==> src/rtl/stream_demux.sv <==
// stream_demux: registered 1-to-N valid/ready demultiplexer built around a single holding register.
// Define DEMUX_STATS_EN to add per-channel 16-bit transfer counters on stat_cnt.
module stream_demux #(
    parameter  int WIDTH = 8,
    parameter  int N_OUT = 4,
    localparam int SEL_W = $clog2(N_OUT)
) (
    input  logic                 clk,
    input  logic                 rst,
    input  logic                 in_valid,
    output logic                 in_ready,
    input  logic [SEL_W-1:0]     in_sel,
    input  logic [WIDTH-1:0]     in_data,
    output logic [N_OUT-1:0]     out_valid,
    input  logic [N_OUT-1:0]     out_ready,
    output logic [WIDTH-1:0]     out_data,
    output logic                 sel_err
`ifdef DEMUX_STATS_EN
    ,
    output logic [N_OUT*16-1:0]  stat_cnt
`endif
);

    // Handshake: a word moves across a port on a rising clk edge where that port's
    // valid and ready are both high; in_ready never looks at in_valid.
    typedef enum logic {
        S_EMPTY = 1'b0,
        S_FULL  = 1'b1
    } state_t;

    state_t             state_q;
    state_t             state_d;
    logic [WIDTH-1:0]   data_q;
    logic [SEL_W-1:0]   sel_q;
    logic               sel_err_q;
    logic               sel_ok;
    logic               in_fire;
    logic               out_fire;
    logic               load;

    // Only reachable as false when N_OUT is not a power of two.
    assign sel_ok = int'(in_sel) < N_OUT;

    always_comb begin
        state_d   = state_q;
        out_valid = '0;
        out_fire  = 1'b0;
        in_ready  = 1'b0;
        in_fire   = 1'b0;
        load      = 1'b0;

        if (state_q == S_FULL) begin
            out_valid[sel_q] = 1'b1;
            out_fire         = out_ready[sel_q];
        end
        in_ready = (state_q == S_EMPTY) || out_fire;
        in_fire  = in_valid && in_ready;
        load     = in_fire && sel_ok;

        case (state_q)
            S_EMPTY: begin
                if (load) state_d = S_FULL;
            end
            S_FULL: begin
                if (load)          state_d = S_FULL;
                else if (out_fire) state_d = S_EMPTY;
            end
            default: state_d = S_EMPTY;
        endcase
    end

    always_ff @(posedge clk) begin
        if (rst) begin
            state_q   <= S_EMPTY;
            data_q    <= '0;
            sel_q     <= '0;
            sel_err_q <= 1'b0;
        end else begin
            state_q   <= state_d;
            sel_err_q <= in_fire && !sel_ok;
            if (load) begin
                data_q <= in_data;
                sel_q  <= in_sel;
            end
        end
    end

    // out_data keeps the last loaded word while empty.
    assign out_data = data_q;
    assign sel_err  = sel_err_q;

`ifdef DEMUX_STATS_EN
    logic [15:0] cnt_q [N_OUT];

    always_ff @(posedge clk) begin
        if (rst) begin
            for (int k = 0; k < N_OUT; k++) cnt_q[k] <= '0;
        end else if (out_fire) begin
            cnt_q[sel_q] <= cnt_q[sel_q] + 16'd1;
        end
    end

    for (genvar g = 0; g < N_OUT; g++) begin : g_stat
        assign stat_cnt[16*g +: 16] = cnt_q[g];
    end
`endif

endmodule
==> config.mk <==
export PLATFORM = sky130hd
export DESIGN_NAME = stream_demux
export DESIGN_NICKNAME = d
export VERILOG_FILES = /design/src/rtl/stream_demux.sv
export SDC_FILE = /design/constraint.sdc
export NUM_CORES = 1
export LEC_CHECK = 0
export CAP_MARGIN = 15
export CORE_UTILIZATION = 37
export DETAILED_ROUTE_END_ITERATION = 7
export GPL_TIMING_DRIVEN = 0
export PLACE_DENSITY = 0.84
export REMOVE_ABC_BUFFERS = 1
export SKIP_LAST_GASP = 1
export SLEW_MARGIN = 20
export SYNTH_ARGS = -nofsm -noshare
export SYNTH_HDL_FRONTEND = slang
export SYNTH_SLANG_ARGS = --single-unit
==> constraint.sdc <==
create_clock -name clk -period 1.8 [get_ports clk]
set_input_delay 0.27 -clock clk [delete_from_list [all_inputs] [get_ports clk]]
set_output_delay 0.27 -clock clk [all_outputs]
set_load 0.02 [all_outputs]
==> results.md, run 1 <==
- Status: finished, final reports clean
- Die height: 41.4 microns
- RSZ-0062 raised after global routing: true
- Setup-failing EPs final: 0
- Final worst clock skew: 0.00518 ns
- Vias in the first global route: 419
- Total Nets Final: 105
- Clock latency on the worst-skew pair: 0.26 ns
- Sequential fraction of the synthesis area: 38.4%
- Unique masters post-synth: 17
- Buffers inserted during post-CTS setup optimization: 0
- Count of max-cap constraint violations: 0
- Number of synthesized register bits: 11
- Routed wire length: 1.21 mm
- Global-route usage over all layers: 15.8%
- Chip Width: 41.4 microns
- Die Outline Area: 0.00171 sq mm
- Average cell area after synthesis: 9.88 sq um
- Most common cell after layout, fill and taps aside: sky130_fd_sc_hd__clkdlybuf4s50_1
- Via count: 484
- Pin count of the biggest net entering global routing: 22
- Count of final hold-check violations: 0
- Worst hold margin: 0.476 ns
- First-pass GRT wire length: 1.71 mm
- Filler cells: 128
- Power density over the cells: 662 mW/mm^2
- HPWL after detailed placement: 843 microns
- Number of rows created at floorplan: 13
- Ports placed on the boundary: 31
- CTS Sinks: 11
- Most used cells in the layout excluding fill and tap cells: sky130_fd_sc_hd__clkdlybuf4s50_1 (24), sky130_fd_sc_hd__nand2b_1 (19), sky130_fd_sc_hd__mux2i_1 (10), sky130_fd_sc_hd__dfxtp_1 (10), sky130_fd_sc_hd__dlygate4sd2_1 (4)
- Fraction of final layout cells with drive strength greater than 1: 13.8%
- Number of buffers inserted by port buffering: 29
- Starting Density: 41.9%
- Area added between synthesis and finish: 60.5%
- Placer's final routability congestion estimate: 0.652
- GR Overflow Total: 0
- Sort of element at the end of the critical path: primary output
- Starting DRT DRC Count: 4
- Final std cell area, no fill: 920 sq um
- Biggest fanout along the worst timing path: 2
- Worst Setup Slack post-DPL: -0.359 ns
- Drt pass-1 iters: 3
- Wire length per cell after detailed routing: 11.9 microns
- Average via count per standard cell: 4.75
- Final cell count without fillers: 102
- Placed Cells incl. Taps: 98
- TritonCTS clock tree: done
- Post-CTS Hold Fix Bufs: 0
- Instance area after placement: 856 sq um
- Kind of critical path: in2out
- Setup slack of the critical path after layout: 0.0255 ns
- Maximum clock insertion buffer count: 2
- Clock-pin slew of the registers on the worst-case setup and hold paths: 0.07 ns
- Post-synthesis instance area: 573 sq um
- Element type at the critical path start: input pin
- Highest attainable clock frequency: 564 MHz
- Clock H-tree levels: 1
- Area of the core: 0.00137 sq mm
- Kind of path behind the tightest hold check: reg2reg
- Warnings, synthesis: 0
- Least-Margin Pin Slew: 0.713 ns
- Cell chosen for the clock root: sky130_fd_sc_hd__clkbuf_4
- Arrival time at the worst endpoint: 1.50 ns
- CP required: 1.53 ns
- Pins over their slew limit: 0
- Final TNS setup: 0 ns
- # DRC: 0
- Worst-case vdd ir drop: 395 uV
- Antenna violations before repair: 0
- Number of nets still failing antenna checks after routing: 0
- Minimum clock period: 1.77 ns
- Period Utilization, post-route: 98.6%
- Inserted Clock Buffers: 3
- Standby leakage power: 0.390 nW
- Inserted Diodes: 0
- Worst relative slew slack: 52.4%
- Syn Inst Count: 58
## critical path, stage by stage
cell and delay, ns:
sky130_fd_sc_hd__clkdlybuf4s50_1 0.51, sky130_fd_sc_hd__mux2i_4 0.10, sky130_fd_sc_hd__a22oi_1 0.26, sky130_fd_sc_hd__dlygate4sd2_1 0.37
## path summary, 6_finish.rpt
path / startpoint / endpoint / slack [ns] / cells past startpoint
setup / recovery: out_ready[3] / in_ready / 0.03 / 4
hold / removal: out_data[4] / out_data[4] / 0.48 / 2
setup reg to reg: sel_q[1] / out_data[0] / 0.20 / 3
hold reg to reg: out_data[4] / out_data[4] / 0.48 / 2
## cells by family after synthesis
family / count (synthesis) / synth area share [%]
simple gates: 26 / 29.9
other cells: 1 / 0.654
flops: 11 / 38.4
buf+inv: 5 / 5.24
compound gates: 3 / 4.80
mux: 12 / 21.0
## cell usage after synthesis (all sizes together)
library cell   n  share of area, %
a21oi          1              0.87
a221oi         1               2.6
a22oi          1               1.3
and2           2               2.4
and2b          2               3.1
and3           1               1.3
buf            2               3.3
clkbuf         2               1.3
conb           1              0.65
dfxtp         11                38
inv            1              0.65
mux2i         12                21
nand2b        19                21
nor2b          1               1.1
or2b           1               1.3
## sequential cells by signal, indices dropped and copies added, names as in the netlist
name      flops
out_data      8
sel_q         2
state_q       1
## metal layers
| metal | part of all wire, % | vias up | GRT usage [%] |
|---|---|---|---|
| met5 | 0 | - | 0 |
| met1 | 38 | 214 | 16.2 |
| met2 | 52 | 24 | 29.3 |
| li1 | - | 246 | - |
| met4 | 0 | 0 | 7.26 |
| met3 | 9.5 | 0 | 4.26 |
## repair_timing
action / CTS / global route
gates resized for setup: 6 / 6
hold endpoints to repair: 0 / 0
cloned: 0 / 0
setup endpoints to repair: 14 / 2
## per-stage QoR
stage / utilization [%] / total power [mW]
final: 67.3 / 0.609
after global routing: 67.3 / 0.640
after CTS: 65.2 / 0.606
after detailed placement: 62.6 / 0.436
after global placement: 62.6 / 0.433
after floorplan: - / 0.354
## report_power, final
part           switching [mW]  internal (mW)
Clock                  0.0812         0.0857
Combinational          0.0707         0.0959
Sequential             0.0138          0.262
## final cells by class
class,count,area [sq um],share of cell area [%]
clock buffers,4,26.3,2.86
well taps,15,18.8,2.04
inverters,1,3.75,0.408
flip-flops and latches,11,221,24.1
multi-input cells,42,362,39.3
repair buffers,29,288,31.3
(Power assumes the default switching activity.)
==> run 2, diff against run 1 <==
CORE_UTILIZATION = 35   (was 37)
PLACE_DENSITY = 0.8   (was 0.84)
==> run 2 against run 1 <==
Against the previous run:
- critical path depth down 1
- final cell count is 0.98% higher
- non-clock buffer count unchanged
- fmax about the same
- sequential cell count did not move
- clock power fell by 3%
- die area increased by 5.4%
- clock skew down 0.0037 ns
- via count unchanged
- final area down 1.1%
- first-iteration DRC count grew 100%
==> results.md, run 2 (synthesis results as in run 1) <==
- Status: finished, final reports clean (unchanged)
- TritonCTS clock tree: done (unchanged)
- Met1 Usage GRT: 17.7% (was 16.2%)
- # DRC: 0 (unchanged)
- Cell chosen for the clock root: sky130_fd_sc_hd__clkbuf_4 (unchanged)
- Filler cells: 144 (was 128)
- Drt pass-1 iters: 4 (was 3)
- HPWL after detailed placement: 746 microns (was 843 microns)
- First-pass GRT wire length: 1.77 mm (was 1.71 mm)
- Antenna violations before repair: 0 (unchanged)
- Clk network pwr share: 27.0% (was 27.4%)
- Sequential standard cell area: 221 sq um (unchanged)
- Starting DRT DRC Count: 8 (was 4)
- Pins over their slew limit: 0 (unchanged)
- Number of buffers inserted by port buffering: 29 (unchanged)
- Minimum clock period: 1.77 ns (about the same)
- Worst path bufs/invs: 1 (was 2)
- Chip Width: 42.5 microns (was 41.4 microns)
- Global-route usage over all layers: 12.6% (was 15.8%)
- Starting Density: 37.6% (was 41.9%)
- Most common cell after layout, fill and taps aside: sky130_fd_sc_hd__clkdlybuf4s50_1 (unchanged)
- Number of nets still failing antenna checks after routing: 0 (unchanged)
- Worst-case vdd ir drop: 419 uV (was 395 uV)
- Die Outline Area: 0.00180 sq mm (was 0.00171 sq mm)
- Standby leakage power: 0.385 nW (was 0.390 nW)
- Total Nets Final: 105 (unchanged)
- Worst relative slew slack: 51.8% (was 52.4%)
- Highest attainable clock frequency: 564 MHz (about the same)
- Kind of cell adding the most delay to the critical path: flip-flops (was buffers and inverters)
- CP peak stage delay: 0.40 ns (was 0.51 ns)
- Utilization of the core after routing: 59.7% (was 67.3%)
- Design internal power: 0.442 mW (was 0.443 mW)
- Kind of path behind the tightest hold check: reg2reg (unchanged)
- Average via count per standard cell: 4.70 (was 4.75)
- Flop pwr share: 45.8% (was 45.2%)
- Routed wire length: 1.09 mm (was 1.21 mm)
- Die height: 42.5 microns (was 41.4 microns)
- Count of final hold-check violations: 0 (unchanged)
- Arrival time at the worst endpoint: 1.50 ns (about the same)
- Period Utilization, post-route: 98.5% (was 98.6%)
- Sort of element at the end of the critical path: primary output (unchanged)
- Setup slack of the critical path after layout: 0.0268 ns (was 0.0255 ns)
- Clock-pin slew of the registers on the worst-case setup and hold paths: 0.07 ns (about the same)
- Number of flip-flops under the largest register name: 8 (unchanged)
- Final worst clock skew: 0.00150 ns (was 0.00518 ns)
- Via count: 484 (unchanged)
- Fraction of final layout cells with drive strength greater than 1: 13.8% (unchanged)
- Inserted Diodes: 0 (unchanged)
- GR Overflow Total: 0 (unchanged)
- Kind of critical path: reg2out (was in2out)
- Worst Setup Slack post-DPL: -0.359 ns (about the same)
- Total area of multi-input combinational cells: 349 sq um (was 362 sq um)
- Final cell count without fillers: 103 (was 102)
- Maximum clock insertion buffer count: 2 (unchanged)
- Power density over the cells: 659 mW/mm^2 (was 662 mW/mm^2)
- Area added between synthesis and finish: 58.7% (was 60.5%)
- Biggest fanout along the worst timing path: 7 (was 2)
- Least-Margin Pin Slew: 0.724 ns (was 0.713 ns)
- Ports placed on the boundary: 31 (unchanged)
- Sw Pwr: 0.157 mW (was 0.166 mW)
- Number of rows created at floorplan: 14 (was 13)
- Worst-path cell with the longest stage delay: sky130_fd_sc_hd__dfxtp_2 (was sky130_fd_sc_hd__clkdlybuf4s50_1)
- Total chip power: 0.599 mW (was 0.609 mW)
- Clock H-tree levels: 1 (unchanged)
- Clock latency on the worst-skew pair: 0.26 ns (about the same)
- Most Crowded Layer GR: met2 (unchanged)
- Cell chain of the critical path: mux2i_2, a22oi_1, dlygate4sd2_1 (was clkdlybuf4s50_1, mux2i_4, a22oi_1, dlygate4sd2_1)
- RSZ-0062 raised after global routing: true (unchanged)
- Count of max-cap constraint violations: 0 (unchanged)
- Routing usage on met2: 19.1% (was 29.3%)
- Post-CTS Hold Fix Bufs: 0 (unchanged)
- Pin count of the biggest net entering global routing: 22 (unchanged)
- Most used cells in the layout excluding fill and tap cells: sky130_fd_sc_hd__clkdlybuf4s50_1 (25), sky130_fd_sc_hd__nand2b_1 (19), sky130_fd_sc_hd__mux2i_1 (10), sky130_fd_sc_hd__dfxtp_1 (10) (was sky130_fd_sc_hd__clkdlybuf4s50_1 (24), sky130_fd_sc_hd__nand2b_1 (19), sky130_fd_sc_hd__mux2i_1 (10), sky130_fd_sc_hd__dfxtp_1 (10), sky130_fd_sc_hd__dlygate4sd2_1 (4))
- Vias in the first global route: 428 (was 419)
- Switching share of power: 26.3% (was 27.2%)
- Placer's final routability congestion estimate: 0.710 (was 0.652)
- Wire length per cell after detailed routing: 10.5 microns (was 11.9 microns)
- Combinational cell fraction of total power: 27.1% (was 27.4%)
- Element type at the critical path start: flop (was input pin)
- Placed Cells incl. Taps: 99 (was 98)
- Final TNS setup: 0 ns (unchanged)
- Met3 usage in global routing: 3.02% (was 4.26%)
- Inserted Clock Buffers: 3 (unchanged)
- Setup-failing EPs final: 0 (unchanged)
- CTS Sinks: 11 (unchanged)
- CP required: 1.53 ns (about the same)
- Area of the core: 0.00152 sq mm (was 0.00137 sq mm)
-- run 2: cell types whose count changed in the layout (fill, tap and decap cells not counted) --
cell                              delta
sky130_fd_sc_hd__clkdlybuf4s50_1     +1
sky130_fd_sc_hd__dlygate4sd2_1       -1
sky130_fd_sc_hd__mux2i_2             +2
sky130_fd_sc_hd__mux2i_4             -2
sky130_fd_sc_hd__nor2b_2             -1
sky130_fd_sc_hd__nor2b_4             +1
-- run 2: what timing repair did --
item | CTS | global route
gates resized for setup | 6 | 4
buffers inserted | 0 | 0
endpoints found under the setup margin | 15 | 2
-- run 2: worst paths after layout --
check / from / endpoint / slack, ns / depth (start not counted)
setup reg to reg: sel_q[0] / out_data[1] / 0.25 / 3
setup / recovery: sel_q[1] / in_ready / 0.03 / 3
hold reg to reg: out_data[3] / out_data[3] / 0.47 / 2
hold / removal: out_data[3] / out_data[3] / 0.47 / 2
-- run 2: metrics by stage --
step	hold WS [ns]	instance area, sq um
2_1_floorplan	0.339	547
3_3_place_gp	0.459	857
3_5_place_dp	0.468	857
4_1_cts	0.480	895
5_1_grt	0.490	910
6_report	0.474	910
-- run 2: layout make-up --
class                   count  share of cell area [%]
repair buffers             29                    31.8
multi-input cells          42                    38.4
clock buffers               4                    2.89
flip-flops and latches     11                    24.3
well taps                  16                    2.20
inverters                   1                   0.413
-- run 2: per-layer routing --
layer / up-vias / share of wire, % / routed length (microns)
li1: 247 / - / -
met1: 210 / 47 / 512
met2: 27 / 44 / 481
met3: 0 / 8.4 / 91
met4: 0 / 0 / 0
met5: - / 0 / 0
-- run 2: power groups by stage --
stage          Clock, mW  Sequential (mW)  Combinational [mW]
6_report           0.162            0.274               0.163
5_1_grt            0.182            0.277               0.173
4_1_cts            0.169            0.274               0.160
3_5_place_dp           0            0.278               0.157
3_3_place_gp           0            0.278               0.155
2_1_floorplan          0            0.293              0.0613
-- run 2: worst reg2reg max path: cells and delay by family, from the launching register on --
| family | cells | cell delay (ns) |
|---|---|---|
| flip-flops | 1 | 0.35 |
| AND/OR/NAND/NOR | 1 | 0.20 |
| multiplexers | 1 | 0.26 |
| AO/OA/AOI/OAI | 1 | 0.69 |
==> run 3, diff against run 2 <==
REMOVE_ABC_BUFFERS = default   (was 1)
SETUP_SLACK_MARGIN = 0.2   (was default)
==> run 3 against run 2 <==
Against the previous run:
- register-to-register slack better by 0.23 ns
- combinational power hardly changed
- final area is 0.28% lower
- sequential power hardly changed
- critical path depth is 1 higher
- highest routed layer unchanged
- clock-buffer cell count stayed put
- clock power is 4% higher
- utilization is 0.16 points lower
- worst setup slack better by 0.21 ns
- via count is 2.3% higher
- routed wire length is 11% higher
==> results.md, run 3 (synthesis results as in run 1) <==
- Count of final hold-check violations: 0 (unchanged)
- Vias in the first global route: 509 (was 428)
- Via count: 495 (was 484)
- Kind of path behind the tightest hold check: reg2reg (unchanged)
- Placer's final routability congestion estimate: 0.706 (was 0.710)
- Antenna violations before repair: 0 (unchanged)
- Kind of critical path: in2out (was reg2out)
- Buffers inserted during post-CTS setup optimization: 0 (unchanged)
- Clock latency on the worst-skew pair: 0.26 ns (about the same)
- Fraction of final layout cells with drive strength greater than 1: 18.7% (was 13.8%)
- Worst-case vdd ir drop: 446 uV (was 419 uV)
- Starting Density: 37.6% (unchanged)
- Combinational cell fraction of total power: 26.9% (was 27.1%)
- Inserted Clock Buffers: 3 (unchanged)
- Launch point of the critical path: out_ready[1] (was sel_q[1])
- TritonCTS clock tree: done (unchanged)
- CTS Sinks: 11 (unchanged)
- Syn_nets: 75
- Setup-failing EPs final: 0 (unchanged)
- Number of rows created at floorplan: 14 (unchanged)
- Clock-pin slew of the registers on the worst-case setup and hold paths: 0.07 ns (about the same)
- Element type at the critical path start: input pin (was flop)
- Status: finished, final reports clean (unchanged)
- Biggest fanout along the worst timing path: 2 (was 7)
- Hold Path Origin: out_data[1] (was out_data[3])
- Period Utilization, post-route: 86.7% (was 98.5%)
- Area of the core: 0.00152 sq mm (unchanged)
- Most used cells in the layout excluding fill and tap cells: sky130_fd_sc_hd__clkdlybuf4s50_1 (24), sky130_fd_sc_hd__nand2b_1 (19), sky130_fd_sc_hd__mux2i_1 (10), sky130_fd_sc_hd__dfxtp_1 (10) (was sky130_fd_sc_hd__clkdlybuf4s50_1 (25), sky130_fd_sc_hd__nand2b_1 (19), sky130_fd_sc_hd__mux2i_1 (10), sky130_fd_sc_hd__dfxtp_1 (10))
- Final std cell area, no fill: 907 sq um (was 910 sq um)
- Instance area after placement: 883 sq um (was 857 sq um)
- Most common cell after layout, fill and taps aside: sky130_fd_sc_hd__clkdlybuf4s50_1 (unchanged)
- Count of max-cap constraint violations: 0 (unchanged)
- Maximum clock insertion buffer count: 2 (unchanged)
- # DRC: 0 (unchanged)
- CP required: 1.53 ns (about the same)
- Inserted Diodes: 0 (unchanged)
- RSZ-0062 raised after global routing: false (was true)
- Chip Width: 42.5 microns (unchanged)
- First-pass GRT wire length: 1.93 mm (was 1.77 mm)
- Die Outline Area: 0.00180 sq mm (unchanged)
- Design internal power: 0.441 mW (was 0.442 mW)
- Number of buffers inserted by port buffering: 29 (unchanged)
- Clk network pwr share: 27.9% (was 27.0%)
- Ports placed on the boundary: 31 (unchanged)
- Number of nets still failing antenna checks after routing: 0 (unchanged)
- Arrival time at the worst endpoint: 1.29 ns (was 1.50 ns)
- Wire length per cell after detailed routing: 11.3 microns (was 10.5 microns)
- Die height: 42.5 microns (unchanged)
- Minimum clock period: 1.56 ns (was 1.77 ns)
- Global-route usage over all layers: 13.8% (was 12.6%)
- Routed wire length: 1.20 mm (was 1.09 mm)
- Sw Pwr: 0.164 mW (was 0.157 mW)
- Flop pwr share: 45.3% (was 45.8%)
- Total chip power: 0.605 mW (was 0.599 mW)
- Highest attainable clock frequency: 641 MHz (was 564 MHz)
- Starting DRT DRC Count: 4 (was 8)
- HPWL after detailed placement: 886 microns (was 746 microns)
- Switching share of power: 27.1% (was 26.3%)
- Area added between synthesis and finish: 58.3% (was 58.7%)
- Standby leakage power: 0.380 nW (was 0.385 nW)
- Cell chosen for the clock root: sky130_fd_sc_hd__clkbuf_4 (unchanged)
- Power density over the cells: 667 mW/mm^2 (was 659 mW/mm^2)
- Pins over their slew limit: 0 (unchanged)
- Sort of element at the end of the critical path: primary output (unchanged)
- Drt pass-1 iters: 4 (unchanged)
- Clock H-tree levels: 1 (unchanged)
- Total Nets Final: 109 (was 105)
- Pin count of the biggest net entering global routing: 11 (was 22)
- Number of flip-flops under the largest register name: 8 (unchanged)
- GR Overflow Total: 0 (unchanged)
- Reg-to-Reg Start: sel_q[1] (was sel_q[0])
- Average via count per standard cell: 4.63 (was 4.70)
- Final worst clock skew: 0.00142 ns (was 0.00150 ns)
==> run 3: changes by cell type in the layout (fill, tap and decap cells not counted), sizes merged <==
cell,previous run,this run
clkdlybuf4s50,25,24
dlymetal6s2s,1,0
clkdlybuf4s15,0,1
dlygate4sd2,3,1
clkbuf,4,9
buf,0,2
==> run 3: per-stage QoR <==
step                util, %  worst slack [ns]  setup TNS [ns]  hold WS (ns)  cells
floorplan                 -             0.561               0         0.425     58
global placement       58.0            -0.201          -0.201         0.460    103
detailed placement     58.0            -0.198          -0.198         0.471    103
CTS                    59.5            0.0861               0         0.484    107
global route           59.5             0.203               0         0.516    107
finish                 59.5             0.240               0         0.480    107
==> run 3: path summary, 6_finish.rpt <==
check                end  slack [ns]  depth (start not counted)
max             in_ready        0.24                          4
min reg2reg  out_data[1]        0.48                          2
min          out_data[1]        0.48                          2
max reg2reg  out_data[7]        0.48                          4
==> run 3: worst max-delay path, stage by stage <==
cell and delay (ns):
sky130_fd_sc_hd__clkdlybuf4s50_1 0.48, sky130_fd_sc_hd__mux2i_2 0.09, sky130_fd_sc_hd__a22oi_1 0.24, sky130_fd_sc_hd__clkbuf_2 0.21
==> run 3: layer usage <==
layer | wire, microns | GRT usage, %
met1 | 554 | 15.3
met2 | 555 | 24.9
met3 | 94 | 3.45
met4 | 0 | 5.63
met5 | 0 | 0
==> run 3: power groups by stage <==
stage,Sequential [mW],Clock (mW),Combinational [mW]
6_report,0.274,0.169,0.163
5_1_grt,0.277,0.184,0.174
4_1_cts,0.274,0.171,0.162
3_5_place_dp,0.279,0,0.164
3_3_place_gp,0.278,0,0.162
2_1_floorplan,0.293,0,0.0696
==> run 3: layout make-up <==
class / instances / area, sq um
Sequential cell: 11 / 224
Clock buffer: 4 / 26.3
Inverter: 1 / 3.75
Multi-Input combinational cell: 42 / 333
Fill cell: 142 / 617
Buffer: 4 / 26.3
Timing Repair Buffer: 29 / 274
Tap cell: 16 / 20.0
==> run 3: timing repair <==
item                       CTS  global route
setup endpoints to repair    5             4
hold buffers                 0             0
resized for setup            7            10
